==> config.mk <==
export PLATFORM = sky130hd
export DESIGN_NAME = bcd_ctrl
export DESIGN_NICKNAME = d
export VERILOG_FILES = /design/src/rtl/bcd_pkg.sv /design/src/rtl/tick_gen.sv /design/src/rtl/bcd_ctrl.sv
export SDC_FILE = /design/constraint.sdc
export NUM_CORES = 1
export LEC_CHECK = 0
export BUFFER_PORTS_ARGS = -buffer_cell sky130_fd_sc_hd__buf_2
export CAP_MARGIN = 20
export CORE_MARGIN = 4
export CORE_UTILIZATION = 30
export DETAILED_ROUTE_END_ITERATION = 8
export PLACE_DENSITY = 0.57
export REMOVE_ABC_BUFFERS = 1
export SLEW_MARGIN = 20
export SYNTH_ARGS = -nofsm -noshare
export SYNTH_HDL_FRONTEND = slang
export SYNTH_SLANG_ARGS = --single-unit
==> constraint.sdc <==
create_clock -name clk -period 2.3 [get_ports clk]
set_input_delay 0.115 -clock clk [delete_from_list [all_inputs] [get_ports clk]]
set_output_delay 0.115 -clock clk [all_outputs]
set_load 0.1 [all_outputs]
==> src/rtl/bcd_pkg.sv <==
// rtl/bcd_pkg.sv - shared types and helpers for the BCD counter-bank sequencer
package bcd_pkg;

    localparam int NDIGITS = 8;

    typedef enum logic [1:0] {
        S_IDLE   = 2'd0,
        S_PRESET = 2'd1,
        S_MANUAL = 2'd2,
        S_DONE   = 2'd3
    } state_t;

    function automatic logic is_bcd(input logic [3:0] nibble);
        return nibble <= 4'd9;
    endfunction

    function automatic logic all_bcd(input logic [4*NDIGITS-1:0] val);
        logic ok;
        ok = 1'b1;
        for (int i = 0; i < NDIGITS; i++) begin
            ok = ok & is_bcd(val[4*i +: 4]);
        end
        return ok;
    endfunction

endpackage

==> src/rtl/tick_gen.sv <==
// rtl/tick_gen.sv - count-rate prescaler; holds while run is low, one-cycle tick at DIV-1
module tick_gen #(
    parameter int DIV   = 100_000_000,
    parameter int DIV_W = (DIV > 1) ? $clog2(DIV) : 1
) (
    input  logic clk,
    input  logic rst,
    input  logic run_i,
    output logic tick_o
);

    logic [DIV_W-1:0] cnt_q, cnt_d;

    assign tick_o = run_i && (cnt_q == DIV_W'(DIV - 1));

    always_comb begin
        cnt_d = cnt_q;
        if (run_i) begin
            cnt_d = tick_o ? '0 : cnt_q + 1'b1;
        end
    end

    always_ff @(posedge clk) begin
        if (rst) begin
            cnt_q <= '0;
        end else begin
            cnt_q <= cnt_d;
        end
    end

endmodule

==> src/rtl/bcd_ctrl.sv <==
// rtl/bcd_ctrl.sv - sequencer driving en/upd/load/bitSW/digitSW of the 8-digit BCD counter bank
module bcd_ctrl
    import bcd_pkg::*;
#(
    parameter int DIV   = 100_000_000,
    parameter int DIV_W = (DIV > 1) ? $clog2(DIV) : 1
) (
    input  logic        clk,
    input  logic        rst,
    input  logic        run_sw,
    input  logic        dir_sw,
    input  logic        man_load,
    input  logic [2:0]  man_idx,
    input  logic [3:0]  man_digit,
    input  logic        preset_req,
    input  logic [31:0] preset_val,
    output logic        en,
    output logic        upd,
    output logic        load,
    output logic [2:0]  bitSW,
    output logic [3:0]  digitSW,
    output logic        busy,
    output logic        done,
    output logic        err
);

    state_t      state_q, state_d;
    logic [31:0] preset_q, preset_d;
    logic        man_prev_q;
    logic        upd_q;
    logic        load_q, load_d;
    logic [2:0]  bitSW_q, bitSW_d;
    logic [3:0]  digitSW_q, digitSW_d;
    logic        busy_q, busy_d;
    logic        done_q, done_d;
    logic        err_q, err_d;
    logic        man_edge, preset_go, man_go, run;

    assign man_edge = man_load && !man_prev_q;

    // The prescaler also freezes in the cycle a sequence is accepted, so no tick overlaps a load.
    assign run = (state_q == S_IDLE) && run_sw && !(preset_go || man_go);

    tick_gen #(.DIV(DIV), .DIV_W(DIV_W)) u_tick (
        .clk    (clk),
        .rst    (rst),
        .run_i  (run),
        .tick_o (en)
    );

    always_comb begin
        state_d   = state_q;
        preset_d  = preset_q;
        load_d    = 1'b0;
        bitSW_d   = bitSW_q;
        digitSW_d = digitSW_q;
        busy_d    = 1'b0;
        done_d    = 1'b0;
        err_d     = 1'b0;
        preset_go = 1'b0;
        man_go    = 1'b0;
        case (state_q)
            S_IDLE: begin
                if (preset_req) begin
                    if (all_bcd(preset_val)) begin
                        preset_go = 1'b1;
                        preset_d  = preset_val >> 4;
                        state_d   = S_PRESET;
                        load_d    = 1'b1;
                        busy_d    = 1'b1;
                        bitSW_d   = 3'd0;
                        digitSW_d = preset_val[3:0];
                    end else begin
                        err_d = 1'b1;
                    end
                end else if (man_edge) begin
                    if (is_bcd(man_digit)) begin
                        man_go    = 1'b1;
                        state_d   = S_MANUAL;
                        load_d    = 1'b1;
                        busy_d    = 1'b1;
                        bitSW_d   = man_idx;
                        digitSW_d = man_digit;
                    end else begin
                        err_d = 1'b1;
                    end
                end
            end
            S_PRESET: begin
                if (bitSW_q == 3'(NDIGITS - 1)) begin
                    state_d = S_DONE;
                    done_d  = 1'b1;
                end else begin
                    load_d    = 1'b1;
                    busy_d    = 1'b1;
                    bitSW_d   = bitSW_q + 3'd1;
                    digitSW_d = preset_q[3:0];
                    preset_d  = preset_q >> 4;
                end
            end
            S_MANUAL: begin
                state_d = S_DONE;
                done_d  = 1'b1;
            end
            S_DONE: begin
                state_d = S_IDLE;
            end
            default: begin
                state_d = S_IDLE;
            end
        endcase
    end

    always_ff @(posedge clk) begin
        if (rst) begin
            state_q    <= S_IDLE;
            preset_q   <= '0;
            man_prev_q <= 1'b0;
            upd_q      <= 1'b0;
            load_q     <= 1'b0;
            bitSW_q    <= '0;
            digitSW_q  <= '0;
            busy_q     <= 1'b0;
            done_q     <= 1'b0;
            err_q      <= 1'b0;
        end else begin
            state_q    <= state_d;
            preset_q   <= preset_d;
            man_prev_q <= man_load;
            upd_q      <= dir_sw;
            load_q     <= load_d;
            bitSW_q    <= bitSW_d;
            digitSW_q  <= digitSW_d;
            busy_q     <= busy_d;
            done_q     <= done_d;
            err_q      <= err_d;
        end
    end

    assign upd     = upd_q;
    assign load    = load_q;
    assign bitSW   = bitSW_q;
    assign digitSW = digitSW_q;
    assign busy    = busy_q;
    assign done    = done_q;
    assign err     = err_q;

endmodule

* Word-level counts from Yosys, hierarchy flattened
Index checks and enable logic that the tools add are counted.
** Storage, ports and cells
- Register bits :: 73
- Bits of input ports :: 45
- Logic and storage cells :: 93
** Cells by class
- Reductions and logical operators :: 13
- $lt $le $gt $ge :: 9
- Add/subtract/negate cells :: 2
- Mux-type cells :: 39
- Bitwise gates (word level) :: 8
- Eq/ne operators :: 12
** Operator list (count)
- $mux 32 :: 3
- $pmux 32 s2 :: 1
- $le 4x4->1 const B :: 9
- $add 27x1->27 const B :: 1
- $eq 27x27->1 const B :: 1
- $mux 27 :: 1
- $mux 4 :: 5
- $mux 3 :: 5
- $mux 1 :: 14
- $mux 2 :: 5
- $pmux 2 s4 :: 1
- $pmux 4 s2 :: 1
- $reduce_and 4->1 :: 2
- $and 1x1->1 :: 7
- $ne 2x2->1 const B :: 3
- $ne 3x2->1 const B :: 2
- $pmux 3 s2 :: 1
- $reduce_and 5->1 :: 1
- $eq 2x2->1 const B :: 2
- $logic_and 1x1->1 :: 4
- $pmux 1 s2 :: 2
- $add 3x1->3 const B :: 1
- $eq 3x3->1 const B :: 1
- $ne 3x3->1 const B :: 1
- other kinds (8) :: 9

* Longest topological paths before layout
Gate-level depths: netlist of the first run.
- Depth in word-level cells :: 16
- Depth in mapped cells :: 10
- Gate-level depth less buffers :: 7

* Modules after synthesis
Synthesis of the first run repeated with hierarchy kept, for this count alone.
** Second synthesis, totals
- Cell total of the unflattened synthesis :: 390
- Area total of the unflattened synthesis :: 3539.6 um^2
** By module, submodules not included
- bcd_ctrl :: area an instance 2189.6 um^2, times used 1, cells each 239
- tick_gen :: area an instance 1350.0 um^2, times used 1, cells each 151

* Worst setup path after synthesis of the first run
OpenSTA, ideal clock, no wires.
- Kind :: reg2out
- Start point :: reg state_q[0]
- End point :: out en
- Data arrival time :: 4.243 ns
- Path slack :: -2.058 ns
- Buffers on the path :: 2
- Cell stages (with the launch flop) :: 9
- Data required time :: 2.185 ns
- Cells stage by stage :: dfxtp_1 > inv_1 > ha_1 > nand2_1 > a21oi_4 > o31ai_4 > buf_4 > buf_2 > nor4_1
** On the way
- Longest elaborated chain between the ends :: 6
- Elaborated cells between the ends (all ways) :: 8
** RTL lines
- from (decl) :: RTL line bcd_ctrl.sv:27 : state_t state_q, state_d;
- from (signal assigned) :: RTL line bcd_ctrl.sv:127 : state_q <= state_d;
- $logic_not 2->1 * :: RTL line bcd_ctrl.sv:42, bcd_ctrl.sv:62
- $mux 1 :: RTL line bcd_ctrl.sv:62 : case (state_q)
- $logic_or 1x1->1 :: RTL line bcd_ctrl.sv:42 : assign run = (state_q == S_IDLE) && run_sw && !(preset_go || man_go);
- $logic_not 1->1 :: RTL line bcd_ctrl.sv:42
- $logic_and 1x1->1 * :: RTL line bcd_ctrl.sv:42
- $logic_and 1x1->1 * :: RTL line tick_gen.sv:14 : assign tick_o = run_i && (cnt_q == DIV_W'(DIV - 1));
- to (decl) :: RTL line bcd_ctrl.sv:17 : output logic en,
Mark *: on every way between the ends. The rest lies on a longest branch, timed or not.

* Worst setup path after layout of the first run
Ends and elaborated chain as after synthesis.

==> summary.md, run 1 <==
| Metric | Value |
|---|---|
| Row Count | 39 |
| Pin count of the biggest net entering global routing | 43 |
| Post-DP HPWL | 6610 um |
| FF+latch count, synth | 69 |
| Clock Tree Root | clkbuf_16 |
| WP data required | 2.18 ns |
| Register Area | 0.00138 sq mm |
| Setup CP Type | reg2out |
| Share of cells above drive strength 1 | 23.1% |
| Clk sinks | 69 |
| Placed cell areas | 0.00410 sq mm |
| Top-area cell type share of the netlist area | 38.5% |
| Worst vdd ir | 515 uV |
| Die H | 117 um |
| PwrDens | 1180 mW/mm^2 |
| Yosys top cell by area | dfxtp_1 |
| Multi-input combinational cell area | 0.00206 sq mm |
| Clk_skew | 0.00892 ns |
| Worst Setup End Kind | output pin |
| Worst skew pair latency | 0.34 ns |
| Leakage | 1.58 nW |
| Status | finished clean |
| Inserted Clock Buffers | 9 |
| Hold/Removal Path Class | in2reg |
| Final worst path period need | 2.16 ns |
| RSZ-0062 raised after global routing | no |
| Final hold vios | 0 |
| Total Wirelength | 9390 um |
| Most common cell in the netlist | dfxtp_1 |
| Mean post-synth cell area | 8.80 sq um |
| EDFF count, synth | 0 |
| First-pass GRT wire length | 15900 um |
| Slew of the pin with the lowest slew margin | 0.717 ns |
| Vias in the first global route | 3299 |
| Grt ovf | 0 |
| Synth-to-Final Area Change | 24.0% |
| Max_cap viols | 0 |
| Clock buffer depth | 2 |
| GRT Total Usage | 13.7% |
| Max Fclk | 0.464 GHz |
| Core ar. | 0.0116 sq mm |
| Iter 0 DRT Violations | 242 |
| GP Congestion | 0.810 |
| First-pass detailed-route iteration total | 4 |
| H-tree levels | 3 |
| Reg2reg setup slack | 0.19 ns |
| Final Instance Area | 0.00445 sq mm |
| DRC | 0 |
| Port Buf Inserts | 57 |
| Synth top area cells | dfxtp_1 (38%), a21oi_1 (8.4%), mux2i_1 (8.1%) |
| Antenna violations before repair | 0 |
| Yosys cell types | 48 |
| Mapped Cells | 408 |
| DR WL/cell | 15.3 um |
| Final setup vio count | 0 |
| Final nets | 518 |
| Total number of vias | 3386 |
| Antenna diode count | 0 |
| Arrival time worst endpoint | 2.04 ns |
| Dominant synthesized flop cell | dfxtp_1 |
| Register area share after synthesis | 38.5% |
| Antenna Nets Post-Route | 0 |
| Initial Utilization | 31.0% |
| Most frequent cells after synthesis | dfxtp_1 (69), a21oi_1 (60), o21ai_0 (30) |
| Final Util | 38.5% |
| Maximum fanout along the worst path | 9 |
| Chip Width | 117 um |
| Crit share post-route | 93.7% |
| Cell area after synthesis | 0.00359 sq mm |
| Slew Limit Fails | 0 |
| CP Launch Type | register |
| Slew HR | 52.1% |
| Ports | 58 |
| # fillers | 1136 |
| CTS tree | done |
| Vias per inst | 5.51 |
| Post-synth ARST share | 0% |
| YS warnings | 0 |
| Die ar. | 0.0138 sq mm |
| CTS clock-pin slew for the worst setup and hold paths | 0.06 ns |
## repair_timing
| item | 4_1_cts | 5_1_grt |
|---|---|---|
| gates resized for setup | 1 | 2 |
| setup buffers | 0 | 2 |
| hold buffers | 1 | 0 |
| setup endpoints to repair | 1 | 1 |
| endpoints found under the hold margin | 1 | 0 |
| pin swaps | 0 | 0 |
## where the power goes
group	switching, mW	total, mW	internal [mW]
Sequential	0.154	1.62	1.47
Combinational	1.44	2.20	0.762
Clock	0.514	1.44	0.926
## sequential cells by signal (all words and copies together) (netlist names)
| name | count |
|---|---|
| preset_q | 28 |
| u_tick.cnt_q | 27 |
| digitSW | 4 |
| bitSW | 3 |
| state_q | 2 |
| busy | 1 |
| done | 1 |
| err | 1 |
| man_prev_q | 1 |
| upd | 1 |
## metrics by stage
| step | instances | hold slack, ns | power [mW] | setup WS [ns] | setup TNS [ns] |
|---|---|---|---|---|---|
| after floorplan | 377 | 0.184 | 3.17 | -2.01 | -37.31 |
| after global placement | 596 | 0.337 | 3.78 | 0.282 | 0 |
| after detailed placement | 596 | 0.349 | 3.82 | 0.247 | 0 |
| after CTS | 613 | 0.0107 | 5.28 | 0.0130 | 0 |
| after global routing | 615 | 0.0448 | 5.59 | 0.00318 | 0 |
| final | 615 | 0.0202 | 5.26 | 0.144 | 0 |
## logic make-up after synthesis
family	count (synthesis)	synth area share, %
AOI/OAI and AO/OA	150	26.5
and+or+nand+nor	111	19.2
buffers and inverters	41	5.09
adders and majority gates	6	2.09
DFF	69	38.5
muxes	29	8.09
xor gates and xnor gates	2	0.488
## path summary, 6_finish.rpt
path                                     start                            end  depth (start not counted)
setup / recovery       state_q[0]$_SDFFE_PP0P_                             en                          9
hold / removal                        man_load          man_prev_q$_SDFF_PP0_                          2
setup reg to reg  u_tick.cnt_q[0]$_SDFFE_PP0P_  u_tick.cnt_q[20]$_SDFFE_PP0P_                          6
hold reg to reg      preset_q[24]$_SDFFE_PP0P_      preset_q[24]$_SDFFE_PP0P_                          2
## per-layer routing
metal  vias to the layer above  GRT usage [%]  wire length [um]
met1                      1597           17.5              4300
li1                       1684              -                 -
met4                         0           3.89               102
met3                        12           3.95               533
met2                        93           22.7              4450
met5                         -              0                 0
## critical path: stages, from the launching register on
cell and delay, ns:
dfxtp_1 0.33, inv_1 0.09, ha_1 0.16, nand2_1 0.09
a21oi_4 0.17, o31ai_4 0.10, buf_6 0.16, nor4_4 0.28
buf_4 0.16, buf_12 0.16
## cells in the final DEF (no fill, tap or decap), types with 2 or more instances in the layout
master / instances
nor2b_1: 4
mux2i_1: 29
o21a_1: 2
buf_2: 56
o31ai_4: 2
a211oi_1: 24
o21ai_1: 2
buf_4: 19
inv_1: 10
and4_4: 2
or3_1: 7
nand3_1: 17
clkbuf_16: 9
o31ai_1: 17
nor2_1: 7
o21ai_0: 30
dfxtp_1: 69
or4_4: 2
nor4_1: 3
nand2_1: 24
nor4_4: 2
nor3b_1: 8
a22oi_1: 2
buf_12: 2
ha_1: 5
and2_1: 2
a21oi_1: 60
or4_1: 16
clkbuf_8: 3
nand4_1: 9
a311oi_1: 4
## cell type report
| type | count | area share, % |
|---|---|---|
| multi-input cells | 298 | 46.2 |
| well taps | 143 | 4.02 |
| clock inverters | 3 | 0.956 |
| inverters | 10 | 0.843 |
| clock buffers | 13 | 6.07 |
| flip-flops and latches | 69 | 31.0 |
| repair buffers | 79 | 10.9 |
No activity file was read; power rests on OpenSTA's default activity.
==> inputs of run 2 (changes only) <==
- CORE_MARGIN: 4 -> 8
- SETUP_SLACK_MARGIN: unset -> 0.05
- SYNTH_HIERARCHICAL: unset -> 1
==> summary.md, run 2 <==
| Metric | Value |
|---|---|
| Final hold vios | 0 (unchanged) |
| Pin count of the biggest net entering global routing | 38 (-12%) |
| Status | finished clean |
| Most frequent cells after synthesis | dfxtp_1 (69), mux2i_1 (29), nor3_1 (27) |
| Final nets | 514 (-0.77%) |
| Core ar. | 0.0115 sq mm (-0.84%) |
| Switching Share | 37.4% (-2.6 points) |
| CP peak stage delay | 0.51 ns (+0.18 ns) |
| Combinational power share | 34.9% (-6.9 points) |
| Final worst path period need | 2.15 ns (-0.00288 ns) |
| Port Buf Inserts | 57 (unchanged) |
| Dominant synthesized flop cell | dfxtp_1 |
| Vias per inst | 5.15 (-6.5%) |
| Power, Total | 4.22 mW (-20%) |
| First-pass GRT wire length | 14700 um (-7.3%) |
| Setup CP Type | reg2reg |
| CTS clock-pin slew for the worst setup and hold paths | 0.06 ns (about the same) |
| DRC | 0 (unchanged) |
| CTS tree | done |
| Slew HR | 64.1% (+12 points) |
| Clock Power Share | 30.2% (+2.8 points) |
| GRT Total Usage | 11.2% (-2.5 points) |
| YS warnings | 6 (+6) |
| DR WL/cell | 14.4 um (-5.8%) |
| Most common cell after layout, fill and taps aside | dfxtp_1 |
| Crit share post-route | 93.6% (-0.13 points) |
| Arrival time worst endpoint | 2.41 ns (+0.37 ns) |
| Int Power | 2.64 mW (-16%) |
| Slew Limit Fails | 0 (unchanged) |
| Mapped Cells | 390 (-4.4%) |
| Final setup vio count | 0 (unchanged) |
| GP Congestion | 0.785 (-3.1%) |
| Top delay family on crit path | simple AND/OR/NAND/NOR gates |
| Share of cells above drive strength 1 | 28.4% (+5.3 points) |
| Top-area cell type share of the netlist area | 39.0% (+0.54 points) |
| Most common cell in the netlist | dfxtp_1 |
| Register area share after synthesis | 39.0% (+0.54 points) |
| Maximum fanout along the worst path | 6 (-3) |
| Antenna diode count | 0 (unchanged) |
| Inserted Clock Buffers | 9 (unchanged) |
| Synth-to-Final Area Change | 26.3% |
| Sequential share of power | 34.9% (+4.1 points) |
| Switching Power | 1.58 mW (-25%) |
| Worst skew pair latency | 0.33 ns (about the same) |
| RSZ-0062 raised after global routing | yes |
| Worst Setup End Kind | register |
| Chip Width | 125 um (+6.2%) |
| Clock Tree Root | clkbuf_16 |
| Cell Count, Final, Fillers Out | 611 (-0.65%) |
| Worst vdd ir | 774 uV (+50%) |
| Multi-input combinational cell area | 0.00201 sq mm (-2.4%) |
| Post-DP HPWL | 6300 um (-4.6%) |
| Crit path buffers/inverters | 2 (-2) |
| Iter 0 DRT Violations | 159 (-34%) |
| Slew of the pin with the lowest slew margin | 0.539 ns (-0.178 ns) |
| Synth top area cells | dfxtp_1 (39%), mux2i_1 (8.2%), a211oi_1 (5.3%) |
| Die ar. | 0.0155 sq mm (+13%) |
| FF+latch count, synth | 69 (unchanged) |
| Antenna violations before repair | 0 (unchanged) |
| Max Fclk | 0.464 GHz (+0.13%) |
| Clk sinks | 69 (unchanged) |
| Most frequent cells in the layout | dfxtp_1 (69), buf_2 (56), mux2i_1 (29), buf_4 (27), nor3_1 (26) |
| EDFF count, synth | 0 (unchanged) |
| Clk_skew | 0.00611 ns (-0.00281 ns) |
| Cells along the critical path | inv_2 > ha_4 > o21ai_4 > nor3b_2 > buf_4 > nand3_2 > or3_4 > or4_1 > a21oi_1 |
| Cell area after synthesis | 0.00354 sq mm (-1.4%) |
| Register Area | 0.00138 sq mm (unchanged) |
| PwrDens | 943 mW/mm^2 (-20%) |
| Grt ovf | 0 (unchanged) |
| Total Wirelength | 8790 um (-6.4%) |
| Ports | 58 (unchanged) |
| Yosys cell types | 57 (+19%) |
| Yosys top cell by area | dfxtp_1 |
| Initial Utilization | 30.9% (-0.17 points) |
| CP Launch Type | register |
| Most flop-heavy register | preset_q |
| Row Count | 39 (unchanged) |
| Max_cap viols | 0 (unchanged) |
| Antenna Nets Post-Route | 0 (unchanged) |
| # fillers | 1150 (+1.2%) |
| CP max stage cell | or4_1 |
| Vias in the first global route | 3114 (-5.6%) |
| Max FFs per register | 28 (unchanged) |
| Die H | 125 um (+6.2%) |
| First-pass detailed-route iteration total | 4 (unchanged) |
| Dpl cells | 591 (-0.84%) |
| Hold/Removal Path Class | in2reg |
| Post-synth ARST share | 0% (unchanged) |
| Total number of vias | 3144 (-7.1%) |
| Leakage | 1.63 nW (+3.1%) |
| Clock buffer depth | 2 (unchanged) |
| Mean post-synth cell area | 9.08 sq um (+3.2%) |
| WP data required | 2.56 ns (+0.38 ns) |
| H-tree levels | 3 (unchanged) |
==> run 2: cell count changes after synthesis, sizes merged, moves of 6 or more <==
cell	change
a21oi	-40
or4	-11
nor2	+12
nor3	+26
o21a	+7
nand3	-10
o31ai	-11
xnor2	+6
==> run 2: path summary, 6_finish.rpt <==
check,startpoint,end,slack (ns),cells past startpoint
max,state_q[0]$_SDFFE_PP0P_,u_tick/cnt_q[26]$_SDFFE_PP0P_,0.15,9
min,man_load,man_prev_q$_SDFF_PP0_,0.05,2
max reg2reg,state_q[0]$_SDFFE_PP0P_,u_tick/cnt_q[26]$_SDFFE_PP0P_,0.15,9
min reg2reg,preset_q[26]$_SDFFE_PP0P_,preset_q[26]$_SDFFE_PP0P_,0.46,2
==> run 2: logic make-up after synthesis <==
family | after synthesis | synth area share, %
XOR/XNOR | 12 | 2.97
adder cells (fa/ha/maj) | 6 | 2.12
multiplexers | 29 | 8.20
AND/OR/NAND/NOR | 131 | 22.6
flip-flops | 69 | 39.0
AO/OA/AOI/OAI | 103 | 19.4
buffers and inverters | 40 | 5.73
==> run 2: metrics by stage <==
step           util, %  setup WS [ns]  area (sq um)  setup TNS, ns  hold slack (ns)
4_1_cts           38.7         0.0530          4440              0           0.0395
5_1_grt           39.0         0.0314          4470              0           0.0367
6_report          39.0          0.147          4470              0           0.0460
3_3_place_gp      35.9         0.0240          4110              0            0.335
3_5_place_dp      35.9        -0.0118          4110        -0.0126            0.345
2_1_floorplan        -          -1.78          3390         -76.20            0.184
==> run 2: what timing repair did <==
action / in CTS / in global routing
endpoints found under the setup margin: 11 / 30
pin swaps: 1 / 4
hold buffers: 1 / 0
gates resized for setup: 5 / 7
hold endpoints to repair: 1 / 0
buffers inserted: 2 / 1
==> run 2: area by class of cell <==
cell class / instances / area share (%)
multi-input combinational: 281 / 44.9
sequential: 69 / 30.9
timing repair buffer: 88 / 12.8
clock buffer: 10 / 5.34
tap: 143 / 4.00
inverter: 14 / 1.18
clock inverter: 6 / 0.867
==> run 2: metal layers <==
metal / routed length (um) / up-vias / track usage, %
met5: 0 / - / 0
met4: 172 / 0 / 4.46
met3: 372 / 14 / 3.11
met2: 4030 / 58 / 17.7
met1: 4210 / 1462 / 14.1
li1: - / 1610 / -
==> run 2: power by group through the flow <==
stage / logic (mW) / clock network, mW / registers (mW)
6_report: 1.47 / 1.27 / 1.47
5_1_grt: 1.58 / 1.36 / 1.49
4_1_cts: 1.47 / 1.31 / 1.47
3_5_place_dp: 1.45 / 0 / 1.50
3_3_place_gp: 1.44 / 0 / 1.49
2_1_floorplan: 0.678 / 0 / 1.90
